[src/rtl/fetch_pkg.sv]
// Shared types and constants for the instruction-fetch sequencer and its buffer.
package fetch_pkg;
    typedef enum logic [1:0] {
        ST_IDLE  = 2'd0,
        ST_FETCH = 2'd1,
        ST_HALT  = 2'd2
    } fetch_state_t;

    localparam int INSTR_BYTES = 4;
    localparam int BUF_DEPTH   = 2;
    localparam int ENTRY_W     = 64;

    typedef struct packed {
        logic [31:0] word;
        logic [31:0] pc;
    } fetch_entry_t;
endpackage

[src/rtl/fetch_buffer.sv]
// Two-entry FIFO of {word, pc} between the fetch PC and decode; flush beats push and pop.
module fetch_buffer
    import fetch_pkg::*;
(
    input  logic         clk,
    input  logic         rst,
    input  logic         push,
    input  logic         pop,
    input  logic         flush,
    input  fetch_entry_t din,
    output logic         full,
    output logic         empty,
    output fetch_entry_t head
);
    fetch_entry_t mem [BUF_DEPTH];
    logic         wr_ptr;
    logic         rd_ptr;
    logic [1:0]   count;
    logic         do_push;
    logic         do_pop;

    assign do_pop  = pop && !empty;
    // When full, wr_ptr == rd_ptr: a same-cycle push overwrites the slot being popped.
    assign do_push = push && (!full || do_pop);

    always_ff @(posedge clk or posedge rst) begin
        if (rst) begin
            mem[0] <= '0;
            mem[1] <= '0;
            wr_ptr <= 1'b0;
            rd_ptr <= 1'b0;
            count  <= 2'd0;
        end else if (flush) begin
            wr_ptr <= 1'b0;
            rd_ptr <= 1'b0;
            count  <= 2'd0;
        end else begin
            if (do_push) begin
                mem[wr_ptr] <= din;
                wr_ptr      <= ~wr_ptr;
            end
            if (do_pop)
                rd_ptr <= ~rd_ptr;
            case ({do_push, do_pop})
                2'b10:   count <= count + 2'd1;
                2'b01:   count <= count - 2'd1;
                default: count <= count;
            endcase
        end
    end

    assign full  = (count == 2'(BUF_DEPTH));
    assign empty = (count == 2'd0);
    assign head  = mem[rd_ptr];
endmodule

[src/rtl/fetch_sequencer.sv]
// Instruction-fetch controller: owns the PC, feeds a 2-entry buffer, handles redirects.
// Define FETCH_BOUND_CHECK_EN to halt with FAULT on a fetch beyond MEM_BYTES.
//
// state    | meaning
// ST_IDLE  | no fetch, waiting for START or REDIRECT
// ST_FETCH | fetching whenever the buffer can take a word
// ST_HALT  | out-of-range PC seen; buffer drains, leave via REDIRECT or RST
module fetch_sequencer
    import fetch_pkg::*;
#(
    parameter logic [31:0] RESET_PC  = 32'h0000_0000,
    parameter int          MEM_BYTES = 64
) (
    input  logic        clk,
    input  logic        rst,
    input  logic        start,
    input  logic        redirect,
    input  logic [31:0] redirect_pc,
    output logic [31:0] imem_dir,
    input  logic [31:0] imem_do,
    output logic        inst_valid,
    input  logic        inst_ready,
    output logic [31:0] inst,
    output logic [31:0] inst_pc,
    output logic        busy,
    output logic        fault
);
`ifdef FETCH_BOUND_CHECK_EN
    localparam bit CHECK_EN = 1'b1;
`else
    localparam bit CHECK_EN = 1'b0;
`endif
    localparam logic [31:0] LAST_PC = 32'(MEM_BYTES - INSTR_BYTES);

    fetch_state_t state;
    logic [31:0]  pc;
    logic         fault_r;
    logic         buf_full;
    logic         buf_empty;
    logic         pop;
    logic         push;
    logic         out_of_range;
    fetch_entry_t head;
    fetch_entry_t din;

    assign out_of_range = CHECK_EN && (pc > LAST_PC);
    assign pop          = !buf_empty && inst_ready && !redirect;
    assign push         = (state == ST_FETCH) && !redirect && !out_of_range && (!buf_full || pop);
    assign din          = '{word: imem_do, pc: pc};

    always_ff @(posedge clk or posedge rst) begin
        if (rst) begin
            state   <= ST_IDLE;
            pc      <= RESET_PC;
            fault_r <= 1'b0;
        end else if (redirect) begin
            state   <= ST_FETCH;
            pc      <= {redirect_pc[31:2], 2'b00};
            fault_r <= 1'b0;
        end else begin
            case (state)
                ST_IDLE: begin
                    if (start) begin
                        state <= ST_FETCH;
                        pc    <= RESET_PC;
                    end
                end
                ST_FETCH: begin
                    if (out_of_range) begin
                        fault_r <= 1'b1;
                        state   <= ST_HALT;
                    end else if (push) begin
                        pc <= pc + 32'(INSTR_BYTES);
                    end
                end
                ST_HALT: state <= ST_HALT;
                default: state <= ST_IDLE;
            endcase
        end
    end

    fetch_buffer u_buf (
        .clk   (clk),
        .rst   (rst),
        .push  (push),
        .pop   (pop),
        .flush (redirect),
        .din   (din),
        .full  (buf_full),
        .empty (buf_empty),
        .head  (head)
    );

    assign imem_dir   = pc;
    assign inst_valid = !buf_empty;
    assign inst       = head.word;
    assign inst_pc    = head.pc;
    assign busy       = (state != ST_IDLE);
    assign fault      = fault_r;
endmodule
[config.mk]
export PLATFORM = sky130hd
export DESIGN_NAME = fetch_sequencer
export DESIGN_NICKNAME = d
export VERILOG_FILES = /design/src/rtl/fetch_pkg.sv /design/src/rtl/fetch_buffer.sv /design/src/rtl/fetch_sequencer.sv
export SDC_FILE = /design/constraint.sdc
export NUM_CORES = 1
export LEC_CHECK = 0
export ABC_AREA = 1
export BUFFER_PORTS_ARGS = -buffer_cell sky130_fd_sc_hd__buf_2
export CORE_MARGIN = 5
export CORE_UTILIZATION = 40
export CTS_BUF_LIST = sky130_fd_sc_hd__clkbuf_8
export DETAILED_ROUTE_END_ITERATION = 6
export PLACE_DENSITY = 0.65
export RECOVER_POWER = 50
export SYNTH_ARGS = -nofsm -noshare
export SYNTH_HDL_FRONTEND = slang
export SYNTH_HIERARCHICAL = 1
export SYNTH_SLANG_ARGS = --single-unit
[constraint.sdc]
create_clock -name clk -period 8.05 [get_ports clk]
set_clock_uncertainty 0.2 [all_clocks]
set_input_delay 0.805 -clock clk [delete_from_list [all_inputs] [get_ports clk]]
set_output_delay 0.805 -clock clk [all_outputs]
set_load 0.03 [all_outputs]
# ---- Word-level counts from Yosys, hierarchy flattened
# Cells that the tools add are included.
dict set report totals {
  reg_bits 166
  inputBits 69
  output_inout_bits 99
  wordCells 69
}
dict set report classes {
  add_sub_neg 3
  n_lt_le_gt_ge 3
  n_eq_ne 8
  muxes 19
  n_bitwise 5
  reduce_logical 22
}
# cell count
set ops {}
lappend ops {{$mux 64} 4}
lappend ops {{$bwmux 128} 1}
lappend ops {{$mux 32} 3}
lappend ops {{$demux 64 s1} 1}
lappend ops {{$pmux 32 s2} 1}
lappend ops {{$add 32x3->32 const B} 1}
lappend ops {{$logic_and 1x1->1} 7}
lappend ops {{$eq 2x2->1 const B} 3}
lappend ops {{$mux 2} 3}
lappend ops {{$pmux 2 s3} 1}
lappend ops {{$reduce_bool 2->1} 3}
lappend ops {{$reduce_bool 3->1} 2}
lappend ops {{$eq 2x1->1 const B} 2}
lappend ops {{$ge 2x2->1 const B} 2}
lappend ops {{$logic_not 2->1} 2}
lappend ops {{$mux 1} 4}
lappend ops {{$not 1->2} 2}
lappend ops {{$pmux 2 s2} 1}
lappend ops {{$reduce_and 2->1} 2}
lappend ops {{$logic_not 1->1} 3}
lappend ops {{$ne 3x2->1 const B} 1}
lappend ops {{$ne 3x3->1 const B} 1}
lappend ops {{$not 1->1} 3}
lappend ops {{$reduce_and 3->1} 1}
lappend ops {{other kinds (5)} 6}

# ---- Depth between registers and ports, before layout
# Gate-level depths: netlist of the first run.
dict set report logic_depth {
  depth_word 10
  ltp_mapped 15
  depth_no_buf 15
}

# ---- Cells and area by module
# Netlist of the first run, hierarchy kept.
# mod n_inst cells_per_inst area_per_inst_um2 seq_area_each_um2
set by_module_without_submodules {}
lappend by_module_without_submodules {fetch_buffer 1 721 5895.7 3303.2}
lappend by_module_without_submodules {fetch_sequencer 1 392 2401.1 800.8}

# ---- Worst setup path after synthesis of the first run
# OpenSTA, ideal clock, no wires.
dict set report synth_path {
  kind {in2reg}
  start {input redirect}
  end {register u_buf/mem[11] in the netlist's numbering}
  setup_ns 0.122
  t_arrival_ns 2.259
  required_ns 7.728
  slack_ns 5.469
  cell_stages 10
  n_path_buf 4
  cell_sequence {buf_6 nor3_4 inv_2 buf_2 nor2_1 nand4_2 buf_6 buf_4 nand2_1 o21ai_1}
}
dict set report synth_via {
  elab_chain_cells 6
  elab_cells_between_ends 10
  classes_between {1 x bitwise; 9 x reduce/logical}
}
# element line
set synth_rtl {}
lappend synth_rtl {{start, declared} fetch_sequencer.sv:17} ;# input logic redirect,
lappend synth_rtl {{$logic_not 1->1 (*)} {fetch_sequencer.sv:47, fetch_sequencer.sv:48}}
lappend synth_rtl {{$logic_and 1x1->1} fetch_sequencer.sv:47} ;# assign pop = !buf_empty && inst_ready && !redirect;
lappend synth_rtl {{$logic_or 1x1->1} fetch_sequencer.sv:48} ;# assign push = (state == ST_FETCH) && !redirect && !out_of_range && (!buf_full || pop);
lappend synth_rtl {{$logic_and 1x1->1 (*)} fetch_sequencer.sv:48}
lappend synth_rtl {{via push} fetch_sequencer.sv:41} ;# logic push;
lappend synth_rtl {{$logic_and 1x1->1 (*)} fetch_buffer.sv:24} ;# assign do_push = push && (!full || do_pop);
lappend synth_rtl {{$reduce_and 2->1 (no source line) (*)} --}
lappend synth_rtl {{end signal, assigned by index} fetch_buffer.sv:39} ;# mem[wr_ptr] <= din;
lappend synth_rtl {{end, declared} fetch_buffer.sv:15} ;# fetch_entry_t mem [BUF_DEPTH];
# The timed path passes the listed nets; every way through them passes the cells marked *.
# A chain may end at the register's enable or synchronous reset.

# ---- Worst setup path in the final report of the first run
dict set report layout_path {
  start {input redirect}
  end {register u_buf/mem[34] in the netlist's numbering}
}
# Same word-level chain as after synthesis.

==> results by group, run 1 <==
Status
  – Status: complete, but fails checks
  – Failing checks: capacitance limit, slew limit

Layout
  – Area Overhead vs Synth: 13.4%
  – Ant diodes: 0
  – Final Net Count: approximately 1300
  – Fillers: between 2000 and 2500
  – Layout cell share with drive strength beyond 1: 13.8%
  – Final Core Density: roughly 46%

Timing
  – Final setup viols: 0
  – Final slew viol count: between 200 and 250
  – Slew headroom: -116%
  – Crit share post-route: around two thirds
  – Fin Setup TNS: 0 ps
  – Slew @ Worst Pin: ~3200 ps
  – Setup ws final: 2840 ps
  – Min Tclk post-route: ~5200 ps
  – RSZ-0062 raised after global routing: false
  – Fmax: 192 MHz
  – Hold violation count in the final report: 0

Die
  – Top Ports: around 170
  – Height of the die: 154 microns
  – Placement Rows: between 50 and 60
  – Core Region: 20300 sq um
  – Die area: approximately 24000 sq um
  – Initial Util: between 40% and 50%
  – Die span in x: approximately 150 microns

Clock network
  – # resized after CTS: 0
  – Htree depth: 4
  – Clock transition at path regs: roughly 80 ps
  – Root buffer cell: clkbuf_8
  – # clock sinks: around 160
  – CTS tree: yes
  – CTS Buf Count: 17
  – Hold buffer count at cts: 0
  – Clock tree buffer depth: 2
  – Post-CTS Setup Repair Bufs: 0
  – Clk Latency, worst-skew pair: between 400 and 500 ps

Route
  – DR iter-0 viols: 487
  – Vias/cell: approximately 4.8
  – Post-route DRC: 0
  – Drt first pass iters: 5
  – Post-DRT Antenna Nets: 0
  – Via count: between 7000 and 8000
  – Per-cell routed wire length: 14.2 microns
  – Final WL: ~22000 microns

Yosys
  – Synth Area per Inst: approximately 7.5 sq um
  – FFs w/ async S/R, synth: between 90% and 100%
  – Post-synth top area share: between 40% and 50%
  – Cell taking the most area after synthesis: dfrtp_1
  – YS warnings: 6
  – Synthesized area: 8300 sq um
  – FF+latch count, synth: around 160
  – Mapped Cells: between 1000 and 1500
  – Area contributors post-synth: dfrtp_1 49%, nand2_1 20%, o21ai_1 7.4%
  – Top-count cell post-synth: nand2_1
  – Distinct cells, synth: 33
  – Sequential fraction of the synthesis area: 49.5%
  – EDFF count, synth: 0
  – Post-synth top cells: 448 x nand2_1, 164 x dfrtp_1, 122 x o21ai_1
  – Synth Flop Type: dfrtp_1

GRT
  – Initial antenna violation count: 0
  – Gr ovfl total: 0
  – Number of global-route vias before repair: roughly 7000
  – Overall Global Routing Usage: 18.6%
  – Largest net degree at the start of global routing: 79
  – Wire length of the first global-routing pass: around 36000 microns

Power
  – Sw frac: approximately two fifths
  – Leak: around 4.9 nW
  – Sequential share of power: between 40% and 50%
  – Clock power frac: 21.2%
  – VDD IR-drop max: about 0.096 mV
  – Gate power share: between 30% and 40%
  – Sw power: 1.04 mW
  – Power Density: ~280 nW/um^2
  – Pint: about 1.6 mW

Setup path
  – FF-to-FF End: u_buf/mem[34]$_DFFE_PP0P_
  – Path type of the worst setup path: in -> reg
  – RR Startpoint: state[1]$_DFFE_PP0P_
  – FF-to-FF setup slack: 3760 ps
  – Crit end category: register
  – Crit Path Max Fanout: 78
  – Crit path launch type: input port
  – Depth of the most critical reg-to-reg path: 7
  – Critical path arrival: approximately 5300 ps
  – Worst path required time: between 8000 and 9000 ps

Place
  – Number of port buffers: approximately 160
  – Hpwl dp: 14400 microns
  – Gpl congestion: 0.887
  – Pre-CTS WS: 3110 ps

Min path
  – Worst min-delay path category: reg -> reg
  – Hold path cells: 1
  – Worst Hold End: state[1]$_DFFE_PP0P_
  – Hold_sp: state[0]$_DFFE_PP0P_

Job
  – Max Cap Violations: 4
==> placed cells by master, fill, tap and decap left out, types with 3 or more instances in the layout <==
cell type and count:
inv_1 112, clkbuf_1 46, clkinv_2 4, dfrtp_1 163, buf_4 4, nor2_4 4, a21oi_1 41, nor2_1 80
o211ai_1 5, nor3_1 3, inv_2 4, o21ai_1 122, nand2_1 448, o21ai_2 5, buf_2 119, clkbuf_8 19
nand4_1 8, clkinvlp_4 4, nand3_1 28, o21ai_0 19, conb_1 5
==> area by class of cell <==
| class | count | area, sq um | area share (%) |
|---|---|---|---|
| clock inverter | 13 | 95.1 | 1.01 |
| sequential | 164 | 4110 | 43.6 |
| timing repair buffer | 169 | 798 | 8.48 |
| tap | 270 | 338 | 3.59 |
| inverter | 113 | 425 | 4.52 |
| clock buffer | 19 | 262 | 2.78 |
| multi-input combinational | 782 | 3390 | 36.0 |
==> how the worst max path moves through the flow <==
| stage | from | end | slack, ps | cells after the start |
|---|---|---|---|---|
| CTS | redirect | u_buf/mem[50]$_DFFE_PP0P_ | 3600 | 8 |
| floorplan | rst | u_buf/count[0]$_DFFE_PP0P_ | 3520 | 1 |
| detailed placement | redirect | u_buf/mem[50]$_DFFE_PP0P_ | 3110 | 8 |
| finish | redirect | u_buf/mem[34]$_DFFE_PP0P_ | 2840 | 8 |
| global route | redirect | u_buf/mem[34]$_DFFE_PP0P_ | 2360 | 8 |
| global placement | redirect | u_buf/mem[40]$_DFFE_PP0P_ | 3120 | 8 |
==> power groups by stage <==
| stage | sequential, mW | clock (mW) | combinational, mW |
|---|---|---|---|
| 2_1_floorplan | 1.23 | 0 | 0.610 |
| 3_3_place_gp | 1.23 | 0 | 0.845 |
| 3_5_place_dp | 1.23 | 0 | 0.858 |
| 4_1_cts | 1.22 | 0.577 | 0.860 |
| 5_1_grt | 1.25 | 0.611 | 0.944 |
| 6_report | 1.22 | 0.554 | 0.838 |
==> registers in the layout (all words and copies together), names as in the netlist <==
| register | cells |
|---|---|
| state | 2 |
| imem_dir | 30 |
| u_buf/rd_ptr | 1 |
| u_buf/wr_ptr | 1 |
| u_buf/count | 2 |
| u_buf/mem | 128 |
==> critical path, cell delays in order <==
cell and delay [ps]:
clkbuf_1 680, nor3_4 1100, inv_1 480, nor2_1 600, nand4_4 730, buf_4 620, nand2_1 140, o21ai_1 70
==> cell families after synthesis <==
family	Yosys count	share of synthesized area, %
compound gates	196	12.3
flops	164	49.5
simple gates	580	27.9
fa+ha+maj	1	0.151
buf+inv	171	10.1
other cells	1	0.0452
==> through the flow <==
stage                     instances  area [sq um]  hold slack (ps)  total power, mW
final                          1530          9410              274             2.61
after global routing           1530          9410              293             2.81
after floorplan                1117          8310              234             1.84
after global placement         1498          9120              261             2.07
after CTS                      1530          9480              227             2.65
after detailed placement       1498          9120              266             2.09
==> per-layer routing <==
metal  share of wire [%]  routed length, microns  global-route usage (%)
met1                  49                   10700                    27.3
met2                  43                    9390                    27.6
met3                 5.9                    1270                    3.77
met4                 1.3                     287                    5.68
met5                   0                       0                       0
(Power assumes the default switching activity.)
==> inputs of run 2 (changes only) <==
--- a/config.mk
+++ b/config.mk
@@ -11,7 +11,7 @@
 export CORE_UTILIZATION = 40
 export CTS_BUF_LIST = sky130_fd_sc_hd__clkbuf_8
 export DETAILED_ROUTE_END_ITERATION = 6
-export PLACE_DENSITY = 0.65
+export PLACE_DENSITY = 0.68
 export RECOVER_POWER = 50
 export SYNTH_ARGS = -nofsm -noshare
 export SYNTH_HDL_FRONTEND = slang
==> constraint.sdc (replaced) <==
create_clock -name clk -period 4.3 [get_ports clk]
set_clock_uncertainty 0.2 [all_clocks]
set_input_delay 0.43 -clock clk [delete_from_list [all_inputs] [get_ports clk]]
set_output_delay 0.43 -clock clk [all_outputs]
set_load 0.03 [all_outputs]
==> results by group, run 2 (synthesis gave the netlist of run 1 again) <==
Timing
  – Crit share post-route: roughly 79%
  – RSZ-0062 raised after global routing: false
  – Hold violation count in the final report: 0
  – Min Tclk post-route: roughly 3400 ps
  – Setup ws final: between 900 and 1000 ps
  – Fmax: between 200 and 300 MHz
  – Fin Setup TNS: 0 ps
  – Slew headroom: -49.0%
  – Final setup viols: 0
  – Final slew viol count: roughly 250
  – Slew @ Worst Pin: 2240 ps

Place
  – Placed insts: ~1500
  – Gpl congestion: just over 0.8
  – Number of port buffers: 162
  – Pre-CTS WS: 1180 ps
  – Hpwl dp: ~14000 microns

Route
  – DR iter-0 viols: 476
  – Final WL: roughly 21000 microns
  – Per-cell routed wire length: ~14 microns
  – Post-DRT Antenna Nets: 0
  – Post-route DRC: 0
  – Vias/cell: approximately 4.8
  – Drt first pass iters: 5
  – Via count: between 7000 and 8000

Min path
  – Worst min-delay path category: in -> reg

Setup path
  – RR Startpoint: state[1]$_DFFE_PP0P_
  – Path type of the worst setup path: in -> reg
  – Critical path arrival: around 3500 ps
  – Crit Path Max Fanout: between 100 and 150
  – FF-to-FF setup slack: 1490 ps
  – FF-to-FF End: u_buf/mem[22]$_DFFE_PP0P_
  – Critical Path Sink: u_buf/mem[22]$_DFFE_PP0P_
  – Crit end category: register
  – Crit path launch type: input port
  – Worst path required time: 4460 ps
  – Depth of the most critical reg-to-reg path: 8
  – CP startpoint: redirect

Clock network
  – Htree depth: 4
  – Clock transition at path regs: 90 ps
  – CTS Buf Count: 17
  – Clk Latency, worst-skew pair: roughly 440 ps
  – # resized after CTS: 0
  – Root buffer cell: clkbuf_8
  – Clock tree buffer depth: 2
  – # clock sinks: 164
  – CTS tree: yes

GRT
  – Number of global-route vias before repair: approximately 7000
  – Wire length of the first global-routing pass: 35900 microns
  – Met2 Use GR: 28.2%
  – Global Route met3 Usage: approximately 4.5%
  – Largest net degree at the start of global routing: 130
  – Gr ovfl total: 0
  – Met1 usage in global routing: between 20% and 30%
  – Overall Global Routing Usage: a little under a fifth
  – Initial antenna violation count: 0
  – Global route hottest layer: met2

Die
  – Core Region: 20300 sq um
  – Die span in x: 154 microns
  – Die area: approximately 24000 sq um
  – Height of the die: around 150 microns
  – Top Ports: 168
  – Initial Util: between 40 and 50%
  – Placement Rows: 52

Layout
  – Max FFs per register: between 100 and 150
  – Layout Cells excl Fill: 1534
  – Final Core Density: a little under half
  – Final Net Count: around 1300
  – Reg with most FFs: u_buf/mem
  – Layout cell share with drive strength beyond 1: between 10% and 20%
  – Ant diodes: 0
  – Most frequent cells in the layout: 448 x nand2_1, 163 x dfrtp_1, 122 x o21ai_1
  – Area Overhead vs Synth: 14.5%
  – Most common cell after layout, fill and taps aside: nand2_1
  – Fillers: around 2100

Status
  – Failing checks: capacitance limit, slew limit
  – Status: complete, but fails checks

Power
  – Sw frac: about two fifths
  – VDD IR-drop max: between 0.15 and 0.2 mV
  – Overall power: a little under 5 mW
  – Gate power share: 32.0%
  – Power Density: slightly above 500 nW/um^2
  – Sw power: 1.97 mW
  – Sequential share of power: approximately 46%
  – Clock power frac: 21.6%
  – Pint: about 3.0 mW
  – Leak: approximately 5 nW

Job
  – Max Cap Violations: 4
==> run 2: through the flow <==
stage / cell area [sq um] / hold WS [ps]
6_report: 9500 / 44.0
5_1_grt: 9500 / 9.46
4_1_cts: 9550 / 0.583
3_5_place_dp: 9150 / 270
3_3_place_gp: 9150 / 260
2_1_floorplan: 8310 / 234
==> run 2: metal layers <==
layer,vias up,share of wire [%]
li1,3760,-
met1,3340,47
met2,232,44
met3,24,7.1
met4,0,1.1
met5,-,0
==> run 2: critical path, stage by stage <==
cell and delay (ps):
clkbuf_1 1350, nor3_4 10, buf_4 290, inv_2 250, nor2_1 210, nand4_4 140
buf_12 370, nand2_1 170, o21ai_2 110
==> run 2: layout make-up <==
cell class,count,area [sq um],area share [%]
Sequential cell,164,4110,43.2
Multi-Input combinational cell,782,3390,35.7
Timing Repair Buffer,173,863,9.09
Inverter,113,428,4.51
Tap cell,270,338,3.56
Clock buffer,18,248,2.61
Clock inverter,14,129,1.36
==> run 2: power groups by stage <==
stage          registers (mW)  logic (mW)  clock network, mW
2_1_floorplan            2.31        1.14                  0
5_1_grt                  2.34        1.77               1.17
3_5_place_dp             2.31        1.62                  0
3_3_place_gp             2.29        1.59                  0
6_report                 2.28        1.58               1.06
4_1_cts                  2.28        1.62               1.11
==> run 2: worst min-delay path by stage <==
stage	startpoint	to	slack, ps	cells past startpoint
after floorplan	state[0]$_DFFE_PP0P_	state[1]$_DFFE_PP0P_	230	1
after global placement	state[0]$_DFFE_PP0P_	state[1]$_DFFE_PP0P_	260	1
after detailed placement	u_buf/mem[23]$_DFFE_PP0P_	u_buf/mem[23]$_DFFE_PP0P_	270	2
after CTS	imem_do[3]	u_buf/mem[35]$_DFFE_PP0P_	0.6	3
after global routing	imem_do[9]	u_buf/mem[41]$_DFFE_PP0P_	9	3
final	imem_do[27]	u_buf/mem[59]$_DFFE_PP0P_	40	3
==> run 2: timing repair <==
| item | CTS | global route |
|---|---|---|
| endpoints found under the hold margin | 33 | 1 |
| hold buffers | 2 | 1 |
| setup buffers | 0 | 0 |
